<file path="config.mk">
export PLATFORM = sky130hd
export DESIGN_NAME = serial_subtractor
export DESIGN_NICKNAME = d
export VERILOG_FILES = /design/src/rtl/serial_subtractor.sv
export SDC_FILE = /design/constraint.sdc
export NUM_CORES = 1
export LEC_CHECK = 0
export BUFFER_PORTS_ARGS = -buffer_cell sky130_fd_sc_hd__buf_4
export CAP_MARGIN = 20
export CORE_MARGIN = 2
export CORE_UTILIZATION = 48
export CTS_CLUSTER_DIAMETER = 50
export DETAILED_ROUTE_END_ITERATION = 10
export PLACE_DENSITY = 0.73
export RECOVER_POWER = 25
export SLEW_MARGIN = 20
export SYNTH_ARGS = -nofsm -noshare
export SYNTH_HDL_FRONTEND = slang
export SYNTH_SLANG_ARGS = --single-unit
</file>
<file path="constraint.sdc">
create_clock -name clk -period 1.6 [get_ports clk]
set_input_delay 0.16 -clock clk [delete_from_list [all_inputs] [get_ports clk]]
set_output_delay 0.16 -clock clk [all_outputs]
set_load 0.02 [all_outputs]
</file>
<file path="src/rtl/serial_subtractor.sv">
// ---------------------------------------------------------------------------
// serial_subtractor
//   Bit-serial WIDTH-bit subtractor: computes a - b - bin, LSB first, one bit
//   per clock, with a registered borrow between bits. Operands are taken on a
//   start/done handshake so back-to-back operations are possible.
//
// Ports
//   clk    : rising-edge clock
//   rst_n  : asynchronous active-low reset
//   start  : operation request, accepted when not busy
//   a, b   : minuend / subtrahend, sampled with start
//   bin    : borrow-in, sampled with start
//   busy   : high while bits are being processed (SHIFT state)
//   done   : one-cycle pulse, diff/bout hold the new result
//   diff   : registered difference, modulo 2^WIDTH
//   bout   : registered final borrow-out (1 means a < b + bin, unsigned)
// ---------------------------------------------------------------------------
module serial_subtractor #(
  parameter int WIDTH = 8
) (
  input  logic             clk,
  input  logic             rst_n,
  input  logic             start,
  input  logic [WIDTH-1:0] a,
  input  logic [WIDTH-1:0] b,
  input  logic             bin,
  output logic             busy,
  output logic             done,
  output logic [WIDTH-1:0] diff,
  output logic             bout
);

  localparam int CNT_W = (WIDTH > 1) ? $clog2(WIDTH) : 1;
  localparam logic [CNT_W-1:0] LAST = CNT_W'(WIDTH - 1);

  typedef enum logic [1:0] {IDLE, SHIFT, DONE} state_t;

  state_t           state_q, state_d;
  logic [WIDTH-1:0] a_sr_q, a_sr_d;
  logic [WIDTH-1:0] b_sr_q, b_sr_d;
  logic [WIDTH-1:0] res_q, res_d;
  logic [WIDTH-1:0] diff_q, diff_d;
  logic             brw_q, brw_d;
  logic             bout_q, bout_d;
  logic [CNT_W-1:0] cnt_q, cnt_d;

  logic [1:0]       fs;      // {borrow-out, difference bit} of the current bit
  logic [WIDTH-1:0] res_sh;  // result register after this cycle's shift
  logic             load;

  // One-bit full subtractor: returns {borrow_out, diff}.
  function automatic logic [1:0] full_sub(input logic x, input logic y,
                                          input logic bi);
    logic d;
    logic bo;
    d  = x ^ y ^ bi;
    bo = (~x & y) | (~(x ^ y) & bi);
    return {bo, d};
  endfunction

  always_comb begin
    state_d = state_q;
    a_sr_d  = a_sr_q;
    b_sr_d  = b_sr_q;
    res_d   = res_q;
    diff_d  = diff_q;
    brw_d   = brw_q;
    bout_d  = bout_q;
    cnt_d   = cnt_q;
    load    = 1'b0;

    fs     = full_sub(a_sr_q[0], b_sr_q[0], brw_q);
    // New bit enters at the MSB so after WIDTH shifts bit 0 is the LSB.
    res_sh = res_q >> 1;
    res_sh[WIDTH-1] = fs[0];

    case (state_q)
      IDLE: begin
        if (start) load = 1'b1;
      end
      SHIFT: begin
        a_sr_d = a_sr_q >> 1;
        b_sr_d = b_sr_q >> 1;
        res_d  = res_sh;
        brw_d  = fs[1];
        cnt_d  = cnt_q + CNT_W'(1);
        if (cnt_q == LAST) begin
          diff_d  = res_sh;
          bout_d  = fs[1];
          state_d = DONE;
        end
      end
      DONE: begin
        state_d = IDLE;
        // Accepting here gives back-to-back operation with start held high.
        if (start) load = 1'b1;
      end
      default: state_d = IDLE;
    endcase

    if (load) begin
      a_sr_d  = a;
      b_sr_d  = b;
      brw_d   = bin;
      res_d   = '0;
      cnt_d   = '0;
      state_d = SHIFT;
    end
  end

  always_ff @(posedge clk or negedge rst_n) begin
    if (!rst_n) begin
      state_q <= IDLE;
      a_sr_q  <= '0;
      b_sr_q  <= '0;
      res_q   <= '0;
      diff_q  <= '0;
      brw_q   <= 1'b0;
      bout_q  <= 1'b0;
      cnt_q   <= '0;
    end else begin
      state_q <= state_d;
      a_sr_q  <= a_sr_d;
      b_sr_q  <= b_sr_d;
      res_q   <= res_d;
      diff_q  <= diff_d;
      brw_q   <= brw_d;
      bout_q  <= bout_d;
      cnt_q   <= cnt_d;
    end
  end

  assign busy = (state_q == SHIFT);
  assign done = (state_q == DONE);
  assign diff = diff_q;
  assign bout = bout_q;

endmodule

</file>
==> results of run 1 <==
what timing repair did:
| action | CTS | global route |
|---|---|---|
| endpoints found under the setup margin | 0 | 1 |
| endpoints found under the hold margin | 38 | 0 |
| gates resized for setup | 0 | 1 |
| hold buffers | 1 | 0 |
area by class of cell:
class | instances | share of cell area [%]
clock buffer | 6 | 2.56
clock inverter | 2 | 0.623
inverter | 16 | 2.99
multi-input combinational | 72 | 29.1
sequential | 38 | 47.4
tap | 46 | 2.87
timing repair buffer | 37 | 14.5
cell families after synthesis:
| family | Yosys count |
|---|---|
| and+or+nand+nor | 10 |
| DFF | 38 |
| buffers and inverters | 23 |
| adders and majority gates | 3 |
| muxes | 15 |
| AOI/OAI and AO/OA | 44 |
synthesized netlist by cell type (all sizes together):
cell,count,area share (%)
nand2,1,0.23
dfrtp,38,58
nor2b,5,1.9
a211oi,3,1.4
a21o,1,0.46
nand2b,2,0.77
mux2i,2,1.2
a21oi,15,4.6
clkbuf,1,0.23
buf,6,2.1
nand3b,1,0.46
inv,16,3.7
fa,1,1.2
nor2,1,0.23
o21ai,2,0.61
ha,2,1.5
mux2,13,11
o22ai,12,4.6
a22o,11,5.9
power by group:
part	internal, uW	switching [uW]
sequential	1400	305
clock	211	313
combinational	882	792
total	2500	1410
stage by stage:
stage / instances / util [%]
after floorplan: 133 / -
after global placement: 208 / 58.4
after detailed placement: 208 / 58.4
after CTS: 217 / 60.7
after global routing: 217 / 60.6
final: 217 / 60.6
registers in the layout, summed over array words and instances, names as in the netlist:
| signal | flops |
|---|---|
| a_sr_q | 8 |
| brw_q | 1 |
| bout | 1 |
| diff | 8 |
| res_q | 7 |
| state_q | 2 |
| b_sr_q | 8 |
| cnt_q | 3 |
per-layer routing:
metal	up-vias	GRT usage, %	part of all wire [%]
met3	5	6.88	4.8
met5	-	0	0
li1	543	-	-
met1	546	21.1	44
met2	26	28.1	50
met4	0	5.83	1.6
final timing paths:
path                       slack [ns]          to  cells past startpoint
min                              0.03   b_sr_q[7]                      2
max reg2reg                      0.11     diff[0]                      5
min in group asynchronous        0.48     diff[3]                      2
max                              0.09        busy                      3
max in group asynchronous        0.50  state_q[0]                      2
min reg2reg                      0.52        bout                      2
==> impl_metrics.env, run 1 <==
export IMPL_seq_area_um2=952
export IMPL_ys_warn_count=0
export IMPL_worst_clock_skew_ns=0.00791
export IMPL_worst_slack_ns=0.0937
export IMPL_placed_cell_area_um2=1930
export IMPL_ctsLongestPathBuffers=2
export IMPL_seq_area_frac_synth_pct=58.2
export IMPL_fmax_mhz=664
export IMPL_grt_max_degree=39
export IMPL_crit_arrival_ns=1.35
export IMPL_hold_path_class="in -> reg"
export IMPL_irDropWorstVdd_v=0.000858
export IMPL_synth_distinct_cells=22
export IMPL_grt_pass1_vias=1095
export IMPL_antenna_found_initial=0
export IMPL_multi_input_comb_area_um2=583
export IMPL_outcome="completed"
export IMPL_dr_first_iter_drc_count=45
export IMPL_maxSlewHeadroom_pct=39.4
export IMPL_design_die_area_um2=3880
export IMPL_fill_cells=291
export IMPL_cts_buffers=5
export IMPL_max_stage_delay_ns=0.47
export IMPL_grt_ovfl_total=0
export IMPL_drv_slew=0
export IMPL_antenna_left=0
export IMPL_die_w_um=62.3
export IMPL_synth_simple_gate_area_share_pct=3.60
export IMPL_place_ws_ns=0.113
export IMPL_powerDensity_nw_per_um2=1950
export IMPL_critPathLaunch="state_q[1]"
export IMPL_crit_path_top_delay_cell="dfrtp_1"
export IMPL_reg2reg_from="cnt_q[1]"
export IMPL_port_buffers=30
export IMPL_final_cell_mix="dfrtp_1, buf_4, inv_1, a21oi_1, o22ai_1"
export IMPL_hold_violations=0
export IMPL_first_pass_iters=3
export IMPL_drive_above_1_share_pct=34.5
export IMPL_fin_crit_ns=1.51
export IMPL_start_util_pct=49.3
export IMPL_design_area_um2=2010
export IMPL_hold_start="b[7]"
export IMPL_post_cts_buffers=0
export IMPL_drv_cap=0
export IMPL_setup_viol=0
export IMPL_synth_compound_area_share_pct=17.5
export IMPL_clock_latency_ns=0.34
export IMPL_timing_worst_setup_path_type="reg -> out"
export IMPL_fin_crit_sh_pct=94.1
export IMPL_rows=21
export IMPL_rsz0062_at_grt="no"
export IMPL_via_per_inst=5.16
export IMPL_nets=193
export IMPL_via_count=1120
export IMPL_hold_worst_slack_ns=0.0312
export IMPL_grt_total_usage_pct=17.3
export IMPL_area_growth_pct=22.9
export IMPL_leakage_uw=0.00101
export IMPL_cts_tree="built"
export IMPL_syn_inst=133
export IMPL_crit_path_end_kind="output pin"
export IMPL_synth_area_per_cell_um2=12.3
export IMPL_fin_tns_setup_ns=0
export IMPL_crit_path_start_kind="flip-flop"
export IMPL_cp_cell_sequence="nand2b_1 -> inv_2 -> buf_4"
export IMPL_layout_commonest_cell="dfrtp_1"
export IMPL_cts_htree_levels=2
export IMPL_numClockSinks=38
export IMPL_wl_per_cell_um=14.0
export IMPL_place_congestion=0.745
export IMPL_cts_root_buf="clkbuf_4"
export IMPL_total_power_uw=3910
export IMPL_critPathTopFamily="flip-flops"
export IMPL_muxShareOfSynthArea_pct=11.8
export IMPL_routed_wl_mm=3.04
export IMPL_ys_ff_latch=38
export IMPL_crit_buf_inv=2
export IMPL_synth_adder_area_share_pct=2.76
export IMPL_pin_count=31
export IMPL_hpwl_mm=2.19
export IMPL_diodes=0
export IMPL_crit_required_ns=1.44
export IMPL_route_detailed_drc=0
export IMPL_cp_max_fo=8
export IMPL_syn_num_nets=156
export IMPL_synth_xor_area_share_pct=0
export IMPL_die_h_um=62.3
export IMPL_synth_top_family_by_area="compound AO/OA/AOI/OAI gates"
export IMPL_coreArea_um2=3310
export IMPL_grt_pass1_wl_mm=5.12
export IMPL_netlist_area_um2=1630
export IMPL_clkTransAtPathRegs_ns=0.11
export IMPL_worst_slew_pin_slew_ns=0.909
Note: power is estimated with default switching activity, not from simulation.
==> run 2: changes to the inputs <==
Settings changed: PLACE_DENSITY 0.73 to 0.71.
==> run 2 against run 1 <==
Setup slack gained 0.0017 ns. Final cell count grew 1.4%. Non-clock buffer count grew 4. Largest cell class unchanged. Utilization grew 1.0 points. Clock skew grew 0.0034 ns. Clock power grew 27%. Register-to-register slack is essentially flat. Sequential cell count is the same. Critical path depth grew 2. Combinational power grew 2%. Total power grew 4.7%.
==> impl_metrics.env, run 2 (synthesis results as in run 1) <==
export IMPL_outcome="completed"
export IMPL_drv_slew=0
export IMPL_place_ws_ns=0.102
export IMPL_die_w_um=62.3
export IMPL_cts_root_buf="clkbuf_4"
export IMPL_irDropWorstVdd_v=0.000772
export IMPL_combPwrFrac_pct=41.9
export IMPL_via_per_inst=5.13
export IMPL_coreArea_um2=3310
export IMPL_timing_worst_setup_path_type="reg -> reg"
export IMPL_cts_tree="built"
export IMPL_grt_pass1_vias=1204
export IMPL_power_switching_uw=1420
export IMPL_crit_path_end_kind="flip-flop"
export IMPL_post_cts_buffers=0
export IMPL_worst_slew_pin_slew_ns=0.919
export IMPL_cts_htree_levels=2
export IMPL_area_growth_pct=25.0
export IMPL_final_core_util_pct=61.6
export IMPL_place_congestion=0.758
export IMPL_worst_clock_skew_ns=0.0113
export IMPL_start_util_pct=49.3
export IMPL_maxSlewHeadroom_pct=38.7
export IMPL_antenna_found_initial=0
export IMPL_grt_pass1_wl_mm=5.40
export IMPL_fin_crit_ns=1.50
export IMPL_fin_crit_sh_pct=94.0
export IMPL_cts_resized=0
export IMPL_fill_cells=270
export IMPL_cts_buffers=5
export IMPL_ctsLongestPathBuffers=2
export IMPL_drive_above_1_share_pct=35.1
export IMPL_first_pass_iters=4
export IMPL_crit_arrival_ns=1.73
export IMPL_via_count=1129
export IMPL_switching_share_pct=34.8
export IMPL_rsz0062_at_grt="yes"
export IMPL_numClockSinks=38
export IMPL_fmax_mhz=665
export IMPL_hpwl_mm=2.29
export IMPL_hold_path_class="in -> reg"
export IMPL_powerDensity_nw_per_um2=2000
export IMPL_final_cell_mix="buf_4, dfrtp_1, inv_1, a21oi_1, o22ai_1"
export IMPL_grt_ovfl_total=0
export IMPL_setup_viol=0
export IMPL_die_h_um=62.3
export IMPL_hold_violations=0
export IMPL_nets=197
export IMPL_intPower_uw=2670
export IMPL_layout_commonest_cell="buf_4"
export IMPL_grt_max_degree=39
export IMPL_leakage_uw=0.00104
export IMPL_crit_required_ns=1.82
export IMPL_routed_wl_mm=3.14
export IMPL_antenna_left=0
export IMPL_worst_slack_ns=0.0955
export IMPL_p_seq_share_pct=41.9
export IMPL_route_detailed_drc=0
export IMPL_diodes=0
export IMPL_cp_max_fo=5
export IMPL_wl_per_cell_um=14.3
export IMPL_port_buffers=30
export IMPL_hold_worst_slack_ns=0.0433
export IMPL_dr_first_iter_drc_count=38
export IMPL_design_die_area_um2=3880
export IMPL_clock_latency_ns=0.34
export IMPL_clkTransAtPathRegs_ns=0.11
export IMPL_crit_path_start_kind="flip-flop"
export IMPL_grt_total_usage_pct=18.2
export IMPL_rows=21
export IMPL_p_clk_share_pct=16.2
export IMPL_pin_count=31
export IMPL_drv_cap=0
[run 2: changes by cell type in the layout (fill, tap and decap cells not counted), sizes merged]
cell | previous run | this run
buf | 35 | 39
bufinv | 0 | 1
clkinv | 1 | 0
clkinvlp | 1 | 0
[run 2: path summary, 6_finish.rpt]
check | startpoint | end | slack [ns] | cells after the start
max | cnt_q[0] | diff[1] | 0.1 | 5
min | b[7] | b_sr_q[7] | 0.04 | 2
max reg2reg | cnt_q[0] | diff[1] | 0.1 | 5
min reg2reg | a_sr_q[7] | a_sr_q[7] | 0.52 | 1
max in group asynchronous | rst_n | a_sr_q[0] | 0.55 | 2
min in group asynchronous | rst_n | res_q[5] | 0.48 | 2
[run 2: per-layer routing]
metal  part of all wire [%]  up-vias  global-route usage [%]
met4                    2.6        0                    8.89
li1                       -      548                       -
met2                     49       38                    30.2
met5                      0        -                       0
met1                     42      535                    21.4
met3                    5.4        8                    5.80
[run 2: stage by stage]
stage / total power, uW / cell area [um^2] / std cells / setup TNS (ns)
after detailed placement: 3460 / 1950 / 212 / 0
after global routing: 4400 / 2040 / 220 / -0.00389
after floorplan: 2820 / 1630 / 133 / 0
after global placement: 3360 / 1950 / 212 / 0
after CTS: 4130 / 2040 / 220 / 0
final: 4090 / 2040 / 220 / 0
[run 2: area by class of cell]
type / instances / area, um^2 / area share [%]
flip-flops and latches: 38 / 951 / 46.6
multi-input cells: 72 / 583 / 28.6
repair buffers: 41 / 308 / 15.1
inverters: 16 / 60.1 / 2.94
well taps: 46 / 57.6 / 2.82
clock buffers: 6 / 51.3 / 2.51
clock inverters: 1 / 30.0 / 1.47
[run 2: repair_timing]
| action | CTS | global route |
|---|---|---|
| setup endpoints to repair | 0 | 1 |
| hold buffers | 1 | 0 |
| hold endpoints to repair | 38 | 0 |
[run 2: critical path, stage by stage (launching register included)]
cell and delay (ns):
dfrtp_1 0.40, ha_1 0.20, ha_1 0.19, nand3b_1 0.13
buf_4 0.18, mux2_4 0.30
[run 2: power by group through the flow]
stage                     clock (uW)  combinational (uW)  sequential [uW]
after floorplan                    0                1060             1760
after global placement             0                1650             1710
after detailed placement           0                1720             1740
after CTS                        683                1730             1720
after global routing             725                1890             1780
final                            663                1710             1710
==> run 3: changes to the inputs <==
Settings changed: CORE_UTILIZATION 48 to 54, HOLD_SLACK_MARGIN set to 0.03, PLACE_DENSITY 0.71 to 0.76.
Clock period 1.6 ns to 1.48 ns, I/O delays scaled along.
==> run 3 against run 2 <==
The flow now finishes with violations (design-rule violations, negative setup slack). Register-to-register slack worse by 0.097 ns. Hold slack better by 0.029 ns. Clock power is 3% higher. Sequential share of layout area is 2.3 points lower. Via count is 5.1% higher. Routed wire length is 0.99% higher. Critical path depth stayed put.
==> impl_metrics.env, run 3 (synthesis results as in run 1) <==
export IMPL_crit_path_end_kind="flip-flop"
export IMPL_worst_slew_pin_slew_ns=0.895
export IMPL_crit_path_start_kind="flip-flop"
export IMPL_hpwl_mm=2.11
export IMPL_grt_ovfl_total=0
export IMPL_maxSlewHeadroom_pct=40.3
export IMPL_regToRegSetupSlack_ns=-0.002
export IMPL_die_h_um=59.0
export IMPL_p_clk_share_pct=14.9
export IMPL_powerDensity_nw_per_um2=2130
export IMPL_layout_cells_non_filler=217
export IMPL_leakage_uw=0.00110
export IMPL_hold_path_class="in -> reg"
export IMPL_intPower_uw=3010
export IMPL_area_growth_pct=32.0
export IMPL_cts_buffers=5
export IMPL_antenna_left=0
export IMPL_drive_above_1_share_pct=39.8
export IMPL_grt_total_usage_pct=21.5
export IMPL_timing_worst_setup_path_type="reg -> reg"
export IMPL_coreArea_um2=2810
export IMPL_whs_endpoint="a_sr_q[2]"
export IMPL_p_seq_share_pct=40.2
export IMPL_setup_viol=3
export IMPL_first_pass_iters=8
export IMPL_clkTransAtPathRegs_ns=0.11
export IMPL_fin_crit_sh_pct=100
export IMPL_nets=208
export IMPL_rr_worst_depth=5
export IMPL_diodes=0
export IMPL_cts_htree_levels=2
export IMPL_route_detailed_drc=1
export IMPL_fill_cells=180
export IMPL_pin_count=31
export IMPL_combPwrFrac_pct=44.9
export IMPL_whs_path_depth=3
export IMPL_fmax_mhz=675
export IMPL_switching_share_pct=34.3
export IMPL_clock_latency_ns=0.34
export IMPL_start_util_pct=58.2
export IMPL_die_w_um=59.0
export IMPL_via_per_inst=5.47
export IMPL_placedCellCount=195
export IMPL_outcome="finished with violations"
export IMPL_design_die_area_um2=3480
export IMPL_layout_commonest_cell="buf_4"
export IMPL_crit_required_ns=1.71
export IMPL_dr_first_iter_drc_count=29
export IMPL_final_core_util_pct=76.8
export IMPL_hold_violations=0
export IMPL_grt_pass1_wl_mm=5.50
export IMPL_worst_slack_ns=-0.00188
export IMPL_worst_clock_skew_ns=0.00634
export IMPL_cts_root_buf="clkbuf_4"
export IMPL_cts_tree="built"
export IMPL_rsz0062_at_grt="yes"
export IMPL_final_cell_mix="buf_4, dfrtp_1, inv_1, a21oi_1, o22ai_1"
export IMPL_violations="design-rule violations, negative setup slack"
export IMPL_drv_slew=0
export IMPL_grt_pass1_vias=1200
export IMPL_cp_max_fo=6
export IMPL_via_count=1187
export IMPL_wl_per_cell_um=14.6
export IMPL_irDropWorstVdd_v=0.00113
export IMPL_fin_crit_ns=1.48
export IMPL_crit_arrival_ns=1.71
export IMPL_grt_max_degree=39
export IMPL_numClockSinks=38
export IMPL_antenna_found_initial=0
export IMPL_reg2reg_from="cnt_q[1]"
export IMPL_port_buffers=30
export IMPL_hold_start="a[2]"
export IMPL_reg2reg_to="diff[4]"
export IMPL_drv_cap=0
export IMPL_place_ws_ns=-0.0145
export IMPL_power_switching_uw=1570
export IMPL_ctsLongestPathBuffers=2
export IMPL_place_congestion=0.782
export IMPL_routed_wl_mm=3.17
export IMPL_rows=19
## run 3: repair_timing
action / in CTS / in global routing
gates resized for setup: 6 / 4
setup endpoints to repair: 3 / 11
hold buffers: 3 / 0
pin swaps: 1 / 1
gates cloned: 1 / 0
hold endpoints to repair: 40 / 0
buffers inserted: 3 / 8
## run 3: worst max-delay path by stage
| stage | from | end | slack (ns) | cells after the start |
|---|---|---|---|---|
| final | cnt_q[1] | diff[4] | -0.002 | 5 |
| after global routing | cnt_q[0] | diff[2] | -0.06 | 6 |
| after CTS | cnt_q[1] | diff[3] | -0.02 | 5 |
| after detailed placement | cnt_q[0] | diff[0] | -0.01 | 5 |
| after global placement | cnt_q[0] | diff[0] | 0.01 | 5 |
| after floorplan | cnt_q[0] | diff[1] | 0.03 | 5 |
## run 3: power groups by stage
stage / registers, uW / clock network [uW] / logic, uW
after global placement: 1830 / 0 / 1780
after floorplan: 1900 / 0 / 1150
final: 1840 / 680 / 2060
after detailed placement: 1860 / 0 / 1840
after global routing: 1910 / 739 / 2290
after CTS: 1840 / 700 / 1970
## run 3: metrics by stage
step | TNS, ns | power [uW] | hold WS, ns | area (um^2)
floorplan | 0 | 3050 | -0.148 | 1630
global placement | 0 | 3610 | 0.133 | 1930
detailed placement | -0.0145 | 3690 | 0.135 | 1930
CTS | -0.0671 | 4510 | 0.0586 | 2110
global route | -0.436 | 4940 | 0.0819 | 2150
finish | -0.00358 | 4580 | 0.0719 | 2150
## run 3: cell type report
type,instances,area [um^2],share of cell area (%)
flip-flops and latches,38,953,44.3
multi-input cells,72,604,28.0
repair buffers,52,423,19.6
inverters,16,60.1,2.79
clock buffers,7,45.0,2.09
well taps,31,38.8,1.80
clock inverters,1,30.0,1.39
## run 3: worst max-delay path, stage by stage (launching register included)
cell	delay, ns
dfrtp_1	0.41
ha_2	0.19
ha_4	0.16
nand3b_1	0.12
buf_4	0.19
mux2_4	0.31
## run 3: routing by layer
layer	vias to the layer above	part of all wire, %	GRT usage, %
li1	573	-	-
met1	574	43	28.3
met2	33	50	34.4
met3	7	5.0	6.11
met4	0	1.8	7.47
met5	-	0	0
